==> config.mk <==
export PLATFORM = sky130hd
export DESIGN_NAME = msg_request_scheduler_flat
export DESIGN_NICKNAME = d
export VERILOG_FILES = /design/src/rtl/msg_request_scheduler_if.sv /design/src/rtl/msg_request_scheduler.sv /design/src/flat_wrapper.sv
export SDC_FILE = /design/constraint.sdc
export NUM_CORES = 1
export LEC_CHECK = 0
export CAP_MARGIN = 20
export CORE_ASPECT_RATIO = 1.75
export CORE_MARGIN = 3
export CORE_UTILIZATION = 50
export DETAILED_ROUTE_END_ITERATION = 12
export PLACE_DENSITY = 0.81
export SLEW_MARGIN = 20
export SYNTH_ARGS = -nofsm -noshare
export SYNTH_HDL_FRONTEND = slang
export SYNTH_SLANG_ARGS = --single-unit
==> constraint.sdc <==
create_clock -name CLK -period 2.05 [get_ports CLK]
set_input_delay 0.3075 -clock CLK [delete_from_list [all_inputs] [get_ports CLK]]
set_output_delay 0.3075 -clock CLK [all_outputs]
set_load 0.01 [all_outputs]
==> src/rtl/msg_request_scheduler_if.sv <==
// Grant handshake between the request scheduler (master) and the messenger (slave).
interface msg_request_scheduler_if #(
    parameter int unsigned PW = 64
);
    logic          GNT_VLD;
    logic [2:0]    GNT_SRC;
    logic [1:0]    GNT_THR;
    logic [PW-1:0] GNT_PARAM;
    logic          GNT_RDY;
    logic          DONE;

    modport master (
        output GNT_VLD, GNT_SRC, GNT_THR, GNT_PARAM,
        input  GNT_RDY, DONE
    );

    modport slave (
        input  GNT_VLD, GNT_SRC, GNT_THR, GNT_PARAM,
        output GNT_RDY, DONE
    );
endinterface

==> src/rtl/msg_request_scheduler.sv <==
// Messenger front-end: latches EU/ERR/INT/NET requests and arbitrates them into
// one registered offer/accept grant that is held until the messenger reports DONE.
module msg_request_scheduler #(
    parameter int unsigned NTHR       = 4,
    parameter int unsigned PW         = 64,
    parameter logic [3:0]  STARVE_LIM = 4'd12
) (
    input  logic                     CLK,
    input  logic                     RESETn,
    input  logic [NTHR-1:0]          EUREQ,
    input  logic [NTHR-1:0][PW-1:0]  EUPARAM,
    input  logic                     ERRREQ,
    input  logic                     INTREQ,
    input  logic                     NETREQ,
    msg_request_scheduler_if.master  gnt,
    output logic                     BUSY,
    output logic [NTHR-1:0]          EUOVF,
    output logic [NTHR+2:0]          PEND
);

    typedef enum logic [1:0] {IDLE, OFFER, SERVICE} state_t;
    typedef enum logic [2:0] {SRC_EU = 3'd0, SRC_ERR = 3'd1, SRC_INT = 3'd2, SRC_NET = 3'd3} src_t;

    state_t                   state;
    src_t                     gnt_src, arb_src;
    logic                     gnt_vld;
    logic [1:0]               gnt_thr;
    logic [PW-1:0]            gnt_param;
    logic [NTHR-1:0]          pend_eu;
    logic                     pend_err, pend_int, pend_net;
    logic [NTHR-1:0][PW-1:0]  param_buf;
    logic [1:0]               rr_ptr, rr_win, idx;
    logic [3:0]               starve;
    logic                     any_eu, any_pend, starved, rr_hit, accept;
    logic [NTHR-1:0]          clr_eu;
    logic                     clr_err, clr_int, clr_net;

    assign gnt.GNT_VLD   = gnt_vld;
    assign gnt.GNT_SRC   = gnt_src;
    assign gnt.GNT_THR   = gnt_thr;
    assign gnt.GNT_PARAM = gnt_param;
    assign BUSY          = (state != IDLE);
    assign PEND          = {pend_net, pend_int, pend_err, pend_eu};

    always_comb begin
        any_eu   = |pend_eu;
        any_pend = any_eu | pend_err | pend_int | pend_net;
        starved  = any_eu && (starve == STARVE_LIM);
        rr_hit   = 1'b0;
        rr_win   = rr_ptr;
        idx      = rr_ptr;
        for (int unsigned k = 0; k < NTHR; k++) begin
            idx = rr_ptr + 2'(k);
            if (!rr_hit && pend_eu[idx]) begin
                rr_hit = 1'b1;
                rr_win = idx;
            end
        end
        if (pend_err)      arb_src = SRC_ERR;
        else if (starved)  arb_src = SRC_EU;
        else if (pend_int) arb_src = SRC_INT;
        else if (pend_net) arb_src = SRC_NET;
        else               arb_src = SRC_EU;
    end

    always_comb begin
        accept  = (state == OFFER) && gnt.GNT_RDY;
        clr_eu  = (accept && gnt_src == SRC_EU) ? (NTHR'(1) << gnt_thr) : '0;
        clr_err = accept && (gnt_src == SRC_ERR);
        clr_int = accept && (gnt_src == SRC_INT);
        clr_net = accept && (gnt_src == SRC_NET);
    end

    // A pulse on the same edge that clears its flag wins: flag stays, buffer reloads.
    always_ff @(posedge CLK or negedge RESETn) begin
        if (!RESETn) begin
            pend_eu   <= '0;
            pend_err  <= 1'b0;
            pend_int  <= 1'b0;
            pend_net  <= 1'b0;
            param_buf <= '0;
            EUOVF     <= '0;
        end else begin
            pend_eu  <= (pend_eu & ~clr_eu) | EUREQ;
            EUOVF    <= EUREQ & pend_eu & ~clr_eu;
            pend_err <= (pend_err & ~clr_err) | ERRREQ;
            pend_int <= (pend_int & ~clr_int) | INTREQ;
            pend_net <= (pend_net & ~clr_net) | NETREQ;
            for (int unsigned i = 0; i < NTHR; i++) begin
                if (EUREQ[i] && (!pend_eu[i] || clr_eu[i]))
                    param_buf[i] <= EUPARAM[i];
            end
        end
    end

    always_ff @(posedge CLK or negedge RESETn) begin
        if (!RESETn) begin
            state     <= IDLE;
            gnt_vld   <= 1'b0;
            gnt_src   <= SRC_EU;
            gnt_thr   <= '0;
            gnt_param <= '0;
            rr_ptr    <= '0;
            starve    <= '0;
        end else begin
            case (state)
                IDLE: begin
                    if (any_pend) begin
                        gnt_vld <= 1'b1;
                        gnt_src <= arb_src;
                        state   <= OFFER;
                        if (arb_src == SRC_EU) begin
                            gnt_thr   <= rr_win;
                            gnt_param <= param_buf[rr_win];
                            rr_ptr    <= rr_win + 2'd1;
                            starve    <= '0;
                        end else begin
                            gnt_thr   <= '0;
                            gnt_param <= '0;
                            if (!any_eu)
                                starve <= '0;
                            else if (starve < STARVE_LIM)
                                starve <= starve + 4'd1;
                        end
                    end else begin
                        starve <= '0;
                    end
                end
                OFFER: begin
                    if (gnt.GNT_RDY) begin
                        gnt_vld <= 1'b0;
                        state   <= SERVICE;
                    end
                end
                SERVICE: begin
                    if (gnt.DONE)
                        state <= IDLE;
                end
                default: state <= IDLE;
            endcase
        end
    end

endmodule

==> src/flat_wrapper.sv <==
// flat-port wrapper written by rule: the top's interface ports become plain ports
module msg_request_scheduler_flat 
#(
    parameter int unsigned NTHR       = 4,
    parameter int unsigned PW         = 64,
    parameter logic [3:0]  STARVE_LIM = 4'd12
)
  (CLK, RESETn, EUREQ, EUPARAM, ERRREQ, INTREQ, NETREQ, BUSY, EUOVF, PEND, gnt_GNT_VLD, gnt_GNT_SRC, gnt_GNT_THR, gnt_GNT_PARAM, gnt_GNT_RDY, gnt_DONE);
  msg_request_scheduler_if #(.PW(PW)) gnt_i ();
  input  logic CLK;
  input  logic RESETn;
  input  logic [NTHR-1:0] EUREQ;
  input  logic [NTHR-1:0][PW-1:0] EUPARAM;
  input  logic ERRREQ;
  input  logic INTREQ;
  input  logic NETREQ;
  output logic BUSY;
  output logic [NTHR-1:0] EUOVF;
  output logic [NTHR+2:0] PEND;
  output wire logic [$bits(gnt_i.GNT_VLD)-1:0] gnt_GNT_VLD;
  output wire logic [$bits(gnt_i.GNT_SRC)-1:0] gnt_GNT_SRC;
  output wire logic [$bits(gnt_i.GNT_THR)-1:0] gnt_GNT_THR;
  output wire logic [$bits(gnt_i.GNT_PARAM)-1:0] gnt_GNT_PARAM;
  input wire logic [$bits(gnt_i.GNT_RDY)-1:0] gnt_GNT_RDY;
  input wire logic [$bits(gnt_i.DONE)-1:0] gnt_DONE;
  assign gnt_GNT_VLD = gnt_i.GNT_VLD;
  assign gnt_GNT_SRC = gnt_i.GNT_SRC;
  assign gnt_GNT_THR = gnt_i.GNT_THR;
  assign gnt_GNT_PARAM = gnt_i.GNT_PARAM;
  assign gnt_i.GNT_RDY = gnt_GNT_RDY;
  assign gnt_i.DONE = gnt_DONE;
  msg_request_scheduler #(.NTHR(NTHR), .PW(PW), .STARVE_LIM(STARVE_LIM)) u_core (.CLK(CLK), .RESETn(RESETn), .EUREQ(EUREQ), .EUPARAM(EUPARAM), .ERRREQ(ERRREQ), .INTREQ(INTREQ), .NETREQ(NETREQ), .gnt(gnt_i), .BUSY(BUSY), .EUOVF(EUOVF), .PEND(PEND));
endmodule
-- Word-level counts from Yosys, hierarchy flattened
Index checks and enable logic that the tools add are counted.
- shifts and indexed selects: 1
- order comparisons: 6
- reductions and logical operators: 35
- add/subtract/negate cells: 5
- bitwise gates (word level): 17
- equality and inequality tests: 10
- multiplexer cells: 34
- operator list (operator ; count):
    binary-select mux 64 bit (select 2 bit) ; 1
    2-to-1 mux 64 bit ; 2
    2-to-1 mux 4 bit ; 5
    2-to-1 mux 2 bit ; 8
    < comparator 2 x 3 -> 1 bit, second input constant ; 5
    logical AND 1 bit ; 13
    bitwise AND 4 bit ; 3
    2-to-1 mux 1 bit ; 9
    2-to-1 mux 3 bit ; 3
    AND reduction 3 bit ; 3
    binary-select mux 1 bit (select 2 bit) ; 4
    zero test 1 bit ; 7
    == test 3 x 2 -> 1 bit, second input constant ; 2
    zero test 3 bit ; 2
    bitwise OR 1 bit ; 6
    case mux 2 bit (3 select lines) ; 1
    adder 2 x 1 -> 2 bit, second input constant ; 2
    adder 2 bit, second input constant ; 2
    adder 4 x 1 -> 4 bit, second input constant ; 1
    == test 4 bit, second input constant ; 1
    logical OR 1 bit ; 4
    < comparator 4 bit, second input constant ; 1
    != test 2 bit, second input constant ; 2
    != test 4 bit, second input constant ; 1
    other kinds (14) ; 20
- flip-flop bits (word level): 345
- logic and storage cells: 124
- output and inout bits: 82
- bits of input ports: 267

-- Logic depth before layout (Yosys ltp)
Gate-level depths: netlist of run 1.
- depth in word-level cells: 15
- depth in mapped cells: 10
- depth with buffers taken out: 7

-- Least setup slack after synthesis of run 1
OpenSTA, ideal clock, no wires.
- kind: register -> register
- start: register u_core.pend_eu[1]
- end: register u_core.gnt_param[0], in the netlist u_core.gnt.GNT_PARAM[0]
- arrival time: 1.785 ns
- path buffers: 3
- library setup time: 0.132 ns
- stages on the path, launching flop included: 8
- required time: 1.918 ns
- setup slack: 0.133 ns
- path through: dfrtp_1 > or4_4 > and3_1 > buf_6 > nand2b_2 > buf_6 > buf_6 > o221ai_2
- word-level cells in the longest chain between the ends: 15
- elaborated cells between the ends (all ways): 32
- those cells by class: mux: 19; bitwise: 3; reduce/logical: 10
- RTL lines (item ; line ; source):
    from (decl) ; msg_request_scheduler.sv:29 ; logic [NTHR-1:0] pend_eu;
    from (signal assigned) ; msg_request_scheduler.sv:84 ; pend_eu <= (pend_eu & ~clr_eu) | EUREQ;
    binary-select mux 1 bit (select 2 bit) ; msg_request_scheduler.sv:54 ; if (!rr_hit && pend_eu[idx]) begin
    2-to-1 mux 1 bit (not written as such) ; msg_request_scheduler.sv:54 ;
    2-to-1 mux 1 bit ; msg_request_scheduler.sv:54 ;
    zero test 1 bit ; msg_request_scheduler.sv:54 ;
    logical AND 1 bit ; msg_request_scheduler.sv:54 ;
    2-to-1 mux 1 bit ; msg_request_scheduler.sv:54 ;
    zero test 1 bit ; msg_request_scheduler.sv:54 ;
    logical AND 1 bit ; msg_request_scheduler.sv:54 ;
    2-to-1 mux 1 bit ; msg_request_scheduler.sv:54 ;
    zero test 1 bit ; msg_request_scheduler.sv:54 ;
    logical AND 1 bit ; msg_request_scheduler.sv:54 ;
    2-to-1 mux 2 bit ; msg_request_scheduler.sv:54 ;
    binary-select mux 64 bit (select 2 bit) ; msg_request_scheduler.sv:114 ; gnt_param <= param_buf[rr_win];
    2-to-1 mux 64 bit (not written as such) ; msg_request_scheduler.sv:114 ;
    2-to-1 mux 64 bit ; msg_request_scheduler.sv:112 ; if (arb_src == SRC_EU) begin
    to (signal assigned) ; msg_request_scheduler.sv:114 ;
    to (decl) ; msg_request_scheduler.sv:28 ; logic [PW-1:0] gnt_param;
Parallel ways exist; a longest one is shown, timed or not. The select of a mux whose other input is x is not followed.
A chain may end at the register's enable or synchronous reset.

-- Worst setup path after layout of run 1
- start: register u_core.pend_eu[1]
- end: register u_core.gnt_param[39], in the netlist u_core.gnt.GNT_PARAM[39]
Same word-level chain as after synthesis.

==> metrics.sh, run 1 <==
PATH_CLK_SLEW_PS=60
NETLIST-CELL-TYPE-COUNT=46
SETUP_REPAIR_AFTER_GLOBAL_ROUTING_MISSED_ITS_MARGIN='true'
FP.DIEAREA_MM2=0.0320
POSTSYNTHCELLCOUNT=1018
YS_SEQ_ELEMENTS=344
WORSTSKEWPAIRLATENCY_PS=520
GRT_PASS1_WL_MM=61.1
SYNTH_AREA_MM2=0.0149
PEAK_VDD_IR_mV=0.882
FP.DIEW_UM=137
CRITICAL_PATH.MAX_FANOUT=17
DRTITER0DRC=408
VIA_COUNT_OF_THE_FIRST_GLOBAL_ROUTING_PASS=11000
POWER.DENSITY_mW_PER_MM2=1170
SYNTH-EDFF-COUNT=0
CRITICAL_PATH_REQUIRED_TIME_PS=2480
YOSYSSEQAREASHARE_PCT=57.7
CLOCK_SKEW_PS=16.2
WL_PER_CELL_UM=23.4
SYN-NUM-NETS=1287
MIN_PATH_TYPE='primary input to asynchronous set/reset pin'
WORST_SETUP_PATH_START_KIND='flip-flop'
TIMING.FINAL.HOLD_VIOLATIONS=0
TIMING.FINAL.MAX_SLEW_VIOLATIONS=0
POST-ROUTE-PERIOD-UTIL_PCT=99.0
REMAINING_DRC_ERRORS=0
CTS_ROOT_BUFFER='clkbuf_16'
GRT_OVERFLOW=0
IO_BUFFERS=347
FILLERINSTANCES=2004
R2R-END='u_core.gnt.GNT_PARAM[39]'
DETAILED_PLACER_S_ENDING_HPWL_MM=29.4
CORE_AREA_MM2=0.0294
GRT_USAGE_PCT=25.3
ENDPOINT_KIND='flip-flop'
POST-ROUTE-MIN-PERIOD_PS=2030
TIGHTESTPINTRANSITION_PS=502
DRT-VIAS-PER-INSTANCE=5.54
FIN_CELLS=1811
ROUTE.ANTENNA.REMAINING_NETS=0
H-TREE-DEPTH=2
CLOCK_SINKS=344
CTS-BUFFERS-INSERTED=34
R2R_START='u_core.pend_eu[1]'
FMAXACHIEVABLE_MHz=493
NUM-NETS-FINAL=1673
CP_CELL_SEQUENCE='or4_4 -> or3_4 -> nand2_8 -> buf_12 -> nand2_1 -> o221ai_2'
CRIT_ARRIVAL_PS=2460
P_LEAK_nW=9.56
CRITICALPATHCATEGORY='flip-flop to flip-flop'
FIRSTDRTPASSITERS=5
PLACE.GP.CONGESTION=0.834
ANTENNA_FOUND_INITIAL=4
OUTCOME='complete, no violations'
INITIAL_UTILIZATION_PCT=50.8
INST_COUNT_DP=1740
SLEW_HEADROOM_PCT=66.5
NETLIST_TOP_CELLS_AREA='dfrtp_1 (58%), mux2_2 (11%), mux2i_1 (8.7%)'
CTS_MAX_PATH_BUFFERS=3
DRT_WL_TOTAL_MM=42.4
WORSTREGTOREGCELLS=6
DESIGN_POWER_TOTAL_mW=24.2
YOSYS_WARNINGS=0
FRACTION_OF_SYNTHESIZED_CELL_AREA_TAKEN_BY_THE_TOP_AREA_CELL_TYPE_PCT=57.7
SYNTH.AVG_CELL_AREA_UM2=14.7
AREA_GROWTH_PCT=38.9
MAXIMUM_NUMBER_OF_PINS_ON_ONE_NET_BEFORE_GLOBAL_ROUTE_REPAIR=64
YS.FLOP_TYPE='dfrtp_1'
IO-PIN-COUNT=349
CTS_TREE='done'
REG2REG_SETUP_SLACK_PS=20
SLOWEST_STAGE='or4_4'
ROUTED-VIA-COUNT=10000
SETUP-VIOLATIONS-FINAL=0
FLOORPLAN.DIE.HEIGHT_UM=235
DRV.MAX_CAP_VIOLATION_COUNT=0
SYNTH_TOP_AREA_CELL='dfrtp_1'
PLACEMENTROWS=83
TIMING.CRITICAL_PATH.SLOWEST_CELL_DELAY_PS=580
DRIVE_GT1_SHARE_PCT=24.8
ASYNC_FLOP_SHARE_PCT=100
worst max-delay path: cells and delay by family, from the launching register on:
family | cells | cell delay, ps
AND/OR/NAND/NOR | 4 | 1210
flip-flops | 1 | 450
buffers and inverters | 1 | 180
AO/OA/AOI/OAI | 1 | 80
area by class of cell:
type / instances / area, um^2 / share of cell area, %
Tap cell: 382 / 478 / 2.31
Multi-Input combinational cell: 600 / 6030 / 29.1
Clock inverter: 8 / 118 / 0.567
Antenna cell: 4 / 10.0 / 0.0483
Sequential cell: 344 / 8610 / 41.5
Inverter: 10 / 37.5 / 0.181
Timing Repair Buffer: 414 / 4400 / 21.2
Clock buffer: 49 / 1050 / 5.07
per-layer routing:
layer	vias up	GRT usage, %	share of wire [%]	routed length [um]
met5	-	0	0	0
met4	0	14.1	5.3	2250
met3	111	4.73	5.5	2330
met2	361	45.9	55	23200
met1	5082	27.4	34	14600
li1	4475	-	-	-
how the worst max path moves through the flow:
stage                      start                        to  slack (ps)
6_report       u_core.pend_eu[1]  u_core.gnt.GNT_PARAM[39]          20
5_1_grt        u_core.pend_eu[2]  u_core.gnt.GNT_PARAM[50]         -30
4_1_cts        u_core.pend_eu[1]  u_core.gnt.GNT_PARAM[12]           6
3_5_place_dp         gnt_GNT_RDY     u_core.param_buf[227]        -110
3_3_place_gp         gnt_GNT_RDY     u_core.param_buf[218]         -90
2_1_floorplan  u_core.pend_eu[1]   u_core.gnt.GNT_PARAM[0]         130
power breakdown:
| part | switching, mW | internal (mW) | total [mW] | leakage [nW] |
|---|---|---|---|---|
| logic | 4.26 | 4.56 | 8.82 | 4.68 |
| clock network | 2.55 | 3.93 | 6.48 | 0.576 |
| registers | 0.802 | 8.06 | 8.87 | 4.30 |
| total | 7.61 | 16.6 | 24.2 | 9.56 |
kinds of logic after synthesis:
kind of cell	after synthesis	share of synthesized area (%)
xor gates and xnor gates	1	0.0587
AOI/OAI and AO/OA	93	7.18
buffers and inverters	74	3.25
other	1	0.0251
muxes	385	28.0
DFF	344	57.7
adders and majority gates	2	0.168
and+or+nand+nor	118	3.66
repair_timing:
action                                  CTS  global route
endpoints found under the setup margin   64            69
hold buffers                              1             0
buffers inserted                          1             3
hold endpoints to repair                 47             0
pin swaps                                 1             0
gates resized for setup                  16            26
gates cloned                              1             5
Yosys cell counts (3+ instances only):
library cell / instances
a21oi_1: 6
nand3b_1: 5
nand2_1: 75
nand2_2: 4
o221ai_2: 50
mux2_2: 143
o21ai_0: 3
nor2_1: 10
buf_6: 13
buf_2: 33
nand2b_1: 5
a21o_1: 3
o221ai_1: 14
mux2_1: 113
dfrtp_1: 344
buf_4: 18
mux2i_1: 129
nand3_1: 3
inv_1: 10
o21ai_2: 3
flip-flops by register name (all words and copies together), names as in the netlist:
name                  flops
u_core.rr_ptr             2
u_core.gnt.GNT_SRC        2
u_core.EUOVF              4
u_core.starve             4
u_core.param_buf        256
u_core.gnt.GNT_VLD        1
u_core.pend_net           1
u_core.gnt.GNT_THR        2
u_core.pend_err           1
u_core.pend_int           1
u_core.pend_eu            4
u_core.gnt.GNT_PARAM     64
u_core.state              2
layout by cell type, fill, tap and decap left out, drive strengths merged, types with 3 or more instances in the layout:
cell           Yosys  final
a21o               3      3
a21oi              6      6
buf               64     64
bufinv             0      3
clkbuf             0     52
clkdlybuf4s50      0    345
clkinv             0      4
dfrtp            344    344
diode              0      4
inv               10     10
mux2             256    256
mux2i            129    129
nand2             80     80
nand2b             6      6
nand3              3      3
nand3b             5      5
nor2              10     10
o21ai              8      8
o221ai            64     64
stage by stage:
stage	TNS (ps)	hold slack [ps]	cell area [um^2]	setup slack [ps]	util, %
3_5_place_dp	-12970	276	19200	-111	65.4
2_1_floorplan	0	11.9	14900	133	-
4_1_cts	0	327	20500	5.55	69.7
6_report	0	299	20700	20.3	70.5
5_1_grt	-363	343	20700	-29.8	70.5
3_3_place_gp	-8500	278	19200	-92.9	65.4
Power figures use the tool's default switching activity.
==> run 2, diff against run 1 <==
Settings changed: CAP_MARGIN 20 to default, CTS_CLUSTER_SIZE from default to 28, SKIP_LAST_GASP from default to 1.
==> metrics.sh, run 2 (synthesis gave the netlist of run 1 again) <==
CRITICAL_PATH_REQUIRED_TIME_PS=2430  # -50 ps
DRT-VIAS-PER-INSTANCE=5.57  # +0.58%
INITIAL_UTILIZATION_PCT=50.8  # unchanged
SLEW_HEADROOM_PCT=66.0  # -0.48 points
TIMING.CRITICAL_PATH.SLOWEST_CELL_DELAY_PS=550  # -30 ps
FP.DIEAREA_MM2=0.0320  # unchanged
CRITICAL_PATH.MAX_FANOUT=25  # +8
VIA_COUNT_OF_THE_FIRST_GLOBAL_ROUTING_PASS=11000  # unchanged
CTS_MAX_PATH_BUFFERS=3  # unchanged
LAYOUT_COMMONEST_CELL='clkdlybuf4s50_1'
ENDPOINT_KIND='flip-flop'
GRT_OVERFLOW=0  # unchanged
WORSTSKEWPAIRLATENCY_PS=520  # about the same
FLOORPLAN.DIE.HEIGHT_UM=235  # unchanged
PEAK_VDD_IR_mV=0.900  # +2.1%
DESIGN_POWER_TOTAL_mW=24.1  # -0.11%
INST_COUNT_DP=1740  # unchanged
REG2REG_SETUP_SLACK_PS=10  # about the same
CLOCK_SKEW_PS=15.2  # -0.983 ps
CRIT_ARRIVAL_PS=2420  # -40 ps
CLOCK_POWER_SHARE_PCT=26.8  # about the same
FP.DIEW_UM=137  # unchanged
LARGEST-REGISTER='u_core.param_buf'
FLOP_PWR_SHARE_PCT=36.7  # about the same
SLOWEST_STAGE='or4_1'
IO-PIN-COUNT=349  # unchanged
R2R_START='u_core.pend_eu[2]'
SETUP.WORST_PATH.START='u_core.pend_eu[2]'
PLACEMENT.SETUP.WORST_SLACK_PS=-111  # unchanged
P_LEAK_nW=9.46  # -1.1%
POST-ROUTE-PERIOD-UTIL_PCT=99.4  # +0.42 points
CTS_ROOT_BUFFER='clkbuf_16'
FIRSTDRTPASSITERS=5  # unchanged
ROUTE.ANTENNA.REMAINING_NETS=0  # unchanged
REMAINING_DRC_ERRORS=0  # unchanged
SETUP-VIOLATIONS-FINAL=0  # unchanged
MULTIINPUTGATEAREA_MM2=0.00599  # -0.54%
POST-ROUTE-MIN-PERIOD_PS=2040  # +8.51 ps
CELL_INTERNAL_PWR_mW=16.6  # about the same
SETUP_REPAIR_AFTER_GLOBAL_ROUTING_MISSED_ITS_MARGIN='true'
POWER.SWITCHING_FRACTION_PCT=31.4  # -0.086 points
DETAILED_PLACER_S_ENDING_HPWL_MM=29.4  # unchanged
TIGHTESTPINTRANSITION_PS=509  # +7.20 ps
ANTENNA_FOUND_INITIAL=4  # unchanged
DRIVE_GT1_SHARE_PCT=24.5  # -0.32 points
POST_ROUTE_SETUP_SLACK_PS=11.8  # -8.51 ps
ROUTED-VIA-COUNT=10100  # +0.25%
WORST_SETUP_PATH_START_KIND='flip-flop'
PLACE.GP.CONGESTION=0.834  # unchanged
FIN_CELLS=1805  # -0.33%
IO_BUFFERS=347  # unchanged
CORE_AREA_MM2=0.0294  # unchanged
GRT_PASS1_WL_MM=61.1  # unchanged
NETSWITCHINGPOWER_mW=7.58  # -0.39%
FILLERINSTANCES=2026  # +1.1%
CLOCK_SINKS=344  # unchanged
GRT_USAGE_PCT=25.3  # unchanged
PLACEMENTROWS=83  # unchanged
CTS_TREE='done'
CRITICALPATHCATEGORY='flip-flop to flip-flop'
FMAXACHIEVABLE_MHz=491  # -0.42%
WL_PER_CELL_UM=23.0  # -1.5%
R2R-END='u_core.gnt.GNT_PARAM[50]'
OUTCOME='complete, no violations'
LARGEST_REG_FLOPS=256  # unchanged
POWER.SHARE.COMBINATIONAL_PCT=36.5  # about the same
CTS-BUFFERS-INSERTED=34  # unchanged
AREA_GROWTH_PCT=38.1
REGISTER_AREA_MM2=0.00861  # unchanged
PATH_CLK_SLEW_PS=60  # about the same
WORST_SETUP_PATH_ENDPOINT='u_core.gnt.GNT_PARAM[50]'
TIMING.FINAL.HOLD_VIOLATIONS=0  # unchanged
CP_CELL_SEQUENCE='nor2b_1 -> or4_1 -> o21ai_2 -> nand2b_4 -> buf_12 -> o221ai_1'
H-TREE-DEPTH=2  # unchanged
WORSTREGTOREGCELLS=6  # unchanged
MIN_PATH_TYPE='primary input to asynchronous set/reset pin'
DRTITER0DRC=433  # +6.1%
LAYOUT.CELLS.MOST_COMMON_LIST='clkdlybuf4s50_1 (345), dfrtp_1 (342), mux2_2 (143), mux2_1 (113), mux2i_1 (113)'
NUM-NETS-FINAL=1667  # -0.36%
DRT_WL_TOTAL_MM=41.6  # -1.9%
POWER.DENSITY_mW_PER_MM2=1170  # +0.53%
DRV.MAX_CAP_VIOLATION_COUNT=0  # unchanged
TIMING.FINAL.MAX_SLEW_VIOLATIONS=0  # unchanged
MAXIMUM_NUMBER_OF_PINS_ON_ONE_NET_BEFORE_GLOBAL_ROUTE_REPAIR=64  # unchanged
run 2: per-stage QoR:
| step | cell area, um^2 | hold WS [ps] | setup TNS, ps | utilization (%) |
|---|---|---|---|---|
| after global placement | 19200 | 278 | -8500 | 65.4 |
| after global routing | 20600 | 345 | -1850 | 70.1 |
| after detailed placement | 19200 | 276 | -12970 | 65.4 |
| after CTS | 20500 | 327 | -88.3 | 69.6 |
| after floorplan | 14900 | 11.9 | 0 | - |
| final | 20600 | 297 | 0 | 70.1 |
run 2: worst min path at each step:
| stage | slack, ps | to | startpoint | cells past startpoint |
|---|---|---|---|---|
| after CTS | 330 | u_core.param_buf[28] | RESETn | 2 |
| after floorplan | 10 | u_core.EUOVF[0] | RESETn | 0 |
| after detailed placement | 280 | u_core.param_buf[28] | RESETn | 1 |
| after global placement | 280 | u_core.param_buf[28] | RESETn | 1 |
| after global routing | 350 | u_core.param_buf[28] | RESETn | 2 |
| final | 300 | u_core.param_buf[28] | RESETn | 2 |
run 2: layer usage:
| metal | vias to the layer above | track usage, % | wire (um) |
|---|---|---|---|
| li1 | 4473 | - | - |
| met1 | 5095 | 27.4 | 14400 |
| met2 | 375 | 45.9 | 22600 |
| met3 | 111 | 4.73 | 2360 |
| met4 | 0 | 14.1 | 2230 |
| met5 | - | 0 | 0 |
run 2: worst max-delay path, delay by kind of cell, from the launching register on:
| kind | cells | cell delay (ps) |
|---|---|---|
| and+or+nand+nor | 3 | 960 |
| DFF | 1 | 420 |
| AOI/OAI and AO/OA | 2 | 280 |
| buffers and inverters | 1 | 210 |
run 2: timing repair:
item,in CTS,in global routing
hold endpoints to repair,47,0
gates resized for setup,14,25
gates cloned,1,1
pin swaps,1,3
endpoints found under the setup margin,64,70
hold buffers,1,0
setup buffers,1,1
run 2: area by class of cell:
| cell class | count | share of cell area [%] |
|---|---|---|
| sequential | 344 | 41.8 |
| multi-input combinational | 600 | 29.1 |
| timing repair buffer | 408 | 20.9 |
| clock buffer | 49 | 5.10 |
| tap | 382 | 2.32 |
| clock inverter | 8 | 0.571 |
| inverter | 10 | 0.182 |
| antenna | 4 | 0.0486 |
run 2: power by group through the flow:
stage	sequential, mW	clock [mW]	combinational, mW
final	8.86	6.47	8.80
after global routing	8.99	6.84	9.34
after CTS	8.82	6.57	8.55
after detailed placement	8.91	0	8.27
after global placement	8.82	0	8.10
after floorplan	8.72	0	5.34
==> run 3, diff against run 2 <==
Settings changed: CORE_ASPECT_RATIO 1.75 to 1.25.
==> metrics.sh, run 3 (synthesis gave the netlist of run 1 again) <==
WORSTSKEWPAIRLATENCY_PS=500  # -20 ps
CTS_TREE='done'
DRT_WL_TOTAL_MM=42.5  # +2.2%
ANTENNA_FOUND_INITIAL=3  # -1
CRITICAL_PATH.MAX_FANOUT=8  # -68%
DESIGN_POWER_TOTAL_mW=24.4  # +1.3%
WL_PER_CELL_UM=23.0  # -0.13%
DRV.MAX_CAP_VIOLATION_COUNT=0  # unchanged
POST-ROUTE-PERIOD-UTIL_PCT=101  # +1.5 points
LARGEST-REGISTER='u_core.param_buf'
REMAINING_DRC_ERRORS=0  # unchanged
P_LEAK_nW=9.65  # +2.1%
CRITICALPATHCATEGORY='flip-flop to flip-flop'
ENDPOINT_KIND='flip-flop'
FP.DIEW_UM=161  # +18%
WORSTREGTOREGCELLS=6  # unchanged
NUM-NETS-FINAL=1692  # +1.5%
LAYOUT_COMMONEST_CELL='clkdlybuf4s50_1'
TIMING.FINAL.MAX_SLEW_VIOLATIONS=0  # unchanged
POWER.DENSITY_mW_PER_MM2=1160  # -0.94%
STDCELL_AREA_MM2=0.0211  # +2.2%
FLOORPLAN.DIE.HEIGHT_UM=199  # -15%
CRIT_ARRIVAL_PS=2440  # +20 ps
PLACE_AREA_MM2=0.0192  # about the same
MIN_PATH_TYPE='primary input to asynchronous set/reset pin'
REG2REG_SETUP_SLACK_PS=-20  # -30 ps
PLACE.GP.CONGESTION=0.798  # -4.3%
PLACEMENT.SETUP.WORST_SLACK_PS=-187  # -75.9 ps
VIA_COUNT_OF_THE_FIRST_GLOBAL_ROUTING_PASS=11000  # +0.16%
OUTCOME='finished with violations'
MAXIMUM_NUMBER_OF_PINS_ON_ONE_NET_BEFORE_GLOBAL_ROUTE_REPAIR=72  # +13%
FMAXACHIEVABLE_MHz=483  # -1.5%
AREA_GROWTH_PCT=41.1
ROUTED-VIA-COUNT=10200  # +1.1%
GRT_USAGE_PCT=24.9  # -0.41 points
PEAK_VDD_IR_mV=0.786  # -13%
R2R_START='u_core.rr_ptr[1]'
CTS_MAX_PATH_BUFFERS=3  # unchanged
FIRSTDRTPASSITERS=4  # -1
DETAILED_PLACER_S_ENDING_HPWL_MM=28.0  # -4.8%
CP_CELL_SEQUENCE='nor3b_2 -> or4_4 -> o21ai_4 -> nand2b_4 -> clkbuf_16 -> o221ai_2'
IO_BUFFERS=347  # unchanged
TIMING.CRITICAL_PATH.SLOWEST_CELL_DELAY_PS=520  # -30 ps
VIOLATIONS_IN_THE_FINAL_REPORTS='negative setup slack'
SETUP-VIOLATIONS-FINAL=9  # +9
FP.DIEAREA_MM2=0.0320  # -0.21%
HOLD_WS_PS=330  # +33.0 ps
TIMING.FINAL.HOLD_VIOLATIONS=0  # unchanged
SLOWEST_STAGE='or4_4'
POST-ROUTE-MIN-PERIOD_PS=2070  # +30.6 ps
CLOCK_SINKS=344  # unchanged
ROUTE.ANTENNA.REMAINING_NETS=0  # unchanged
LAYOUT.CELLS.MOST_COMMON_LIST='clkdlybuf4s50_1 (344), dfrtp_1 (340), mux2_2 (143), mux2_1 (113), mux2i_1 (112)'
IO-PIN-COUNT=349  # unchanged
SLEW_HEADROOM_PCT=64.1  # -1.9 points
DRTITER0DRC=490  # +13%
DRT-VIAS-PER-INSTANCE=5.50  # -1.2%
CTS-BUFFERS-INSERTED=36  # +5.9%
INITIAL_UTILIZATION_PCT=50.9  # +0.084 points
CLOCK_SKEW_PS=16.9  # +1.70 ps
GRT_PASS1_WL_MM=61.6  # +0.76%
CRITICAL_PATH_REQUIRED_TIME_PS=2420  # about the same
CORE_AREA_MM2=0.0293  # -0.17%
DRIVE_GT1_SHARE_PCT=26.1  # +1.7 points
TIGHTESTPINTRANSITION_PS=539  # +29.1 ps
LARGEST_REG_FLOPS=256  # unchanged
POST_ROUTE_SETUP_SLACK_PS=-18.8  # -30.6 ps
WORST_SETUP_PATH_ENDPOINT='u_core.gnt.GNT_PARAM[26]'
PATH_CLK_SLEW_PS=60  # about the same
WORST_SETUP_PATH_START_KIND='flip-flop'
FINAL.SETUP.TNS_PS=-119  # -119 ps
PLACEMENTROWS=70  # -16%
CTS_ROOT_BUFFER='clkbuf_16'
R2R-END='u_core.gnt.GNT_PARAM[26]'
GRT_OVERFLOW=0  # unchanged
SETUP_REPAIR_AFTER_GLOBAL_ROUTING_MISSED_ITS_MARGIN='true'
H-TREE-DEPTH=2  # unchanged
SETUP.WORST_PATH.START='u_core.rr_ptr[1]'
-- run 3: cell count changes in the layout (fill, tap and decap cells not counted), moves of 3 or more --
cell        previous run  this run
clkbuf_16             38        46
clkbuf_8               8         5
mux2i_4                2         6
bufinv_16              3         0
buf_16                 1         7
clkinvlp_4             1         4
buf_4                 30        37
clkbuf_1               4        12
mux2i_2               14        11
-- run 3: repair_timing --
action                                  4_1_cts  5_1_grt
hold endpoints to repair                     45        0
endpoints found under the setup margin       62      108
pin swaps                                     2        3
setup buffers                                 3       10
gates cloned                                  4       11
resized for setup                            15       49
hold buffers                                  1        0
-- run 3: per-stage QoR --
stage / std cells / utilization [%]
floorplan: 1018 / -
global placement: 1752 / 65.4
detailed placement: 1752 / 65.4
CTS: 1821 / 69.8
global route: 1845 / 71.8
finish: 1847 / 71.8
-- run 3: how the worst min path moves through the flow --
| stage | startpoint | end | slack (ps) | cells after the start |
|---|---|---|---|---|
| after floorplan | RESETn | u_core.EUOVF[0] | 10 | 0 |
| after global routing | INTREQ | u_core.pend_int | 350 | 2 |
| final | RESETn | u_core.EUOVF[2] | 330 | 2 |
| after CTS | RESETn | u_core.EUOVF[2] | 350 | 2 |
| after global placement | RESETn | u_core.EUOVF[2] | 290 | 1 |
| after detailed placement | RESETn | u_core.EUOVF[2] | 290 | 1 |
-- run 3: where the power goes --
| part | internal (mW) | switching, mW | total (mW) |
|---|---|---|---|
| combinational | 4.99 | 4.55 | 9.54 |
| clock | 3.50 | 2.55 | 6.05 |
| sequential | 8.07 | 0.785 | 8.85 |
-- run 3: worst max-delay path: cells and delay by family, from the launching register on --
family | cells | cell delay, ps
buffers and inverters | 1 | 240
DFF | 1 | 450
AOI/OAI and AO/OA | 2 | 200
and+or+nand+nor | 3 | 1030
-- run 3: final cells by class --
cell class / count / area [um^2]
inverter: 10 / 37.5
antenna: 5 / 12.5
multi-input combinational: 601 / 6090
fill: 1923 / 8280
clock buffer: 54 / 1040
timing repair buffer: 430 / 4730
clock inverter: 7 / 45.0
sequential: 344 / 8610
tap: 396 / 495
-- run 3: layer usage --
layer / track usage (%) / vias to the layer above / share of wire, %
met4: 10.2 / 0 / 3.9
met2: 44.0 / 351 / 51
li1: - / 4533 / -
met1: 30.0 / 5187 / 39
met5: 0 / - / 0
met3: 4.89 / 93 / 6.2
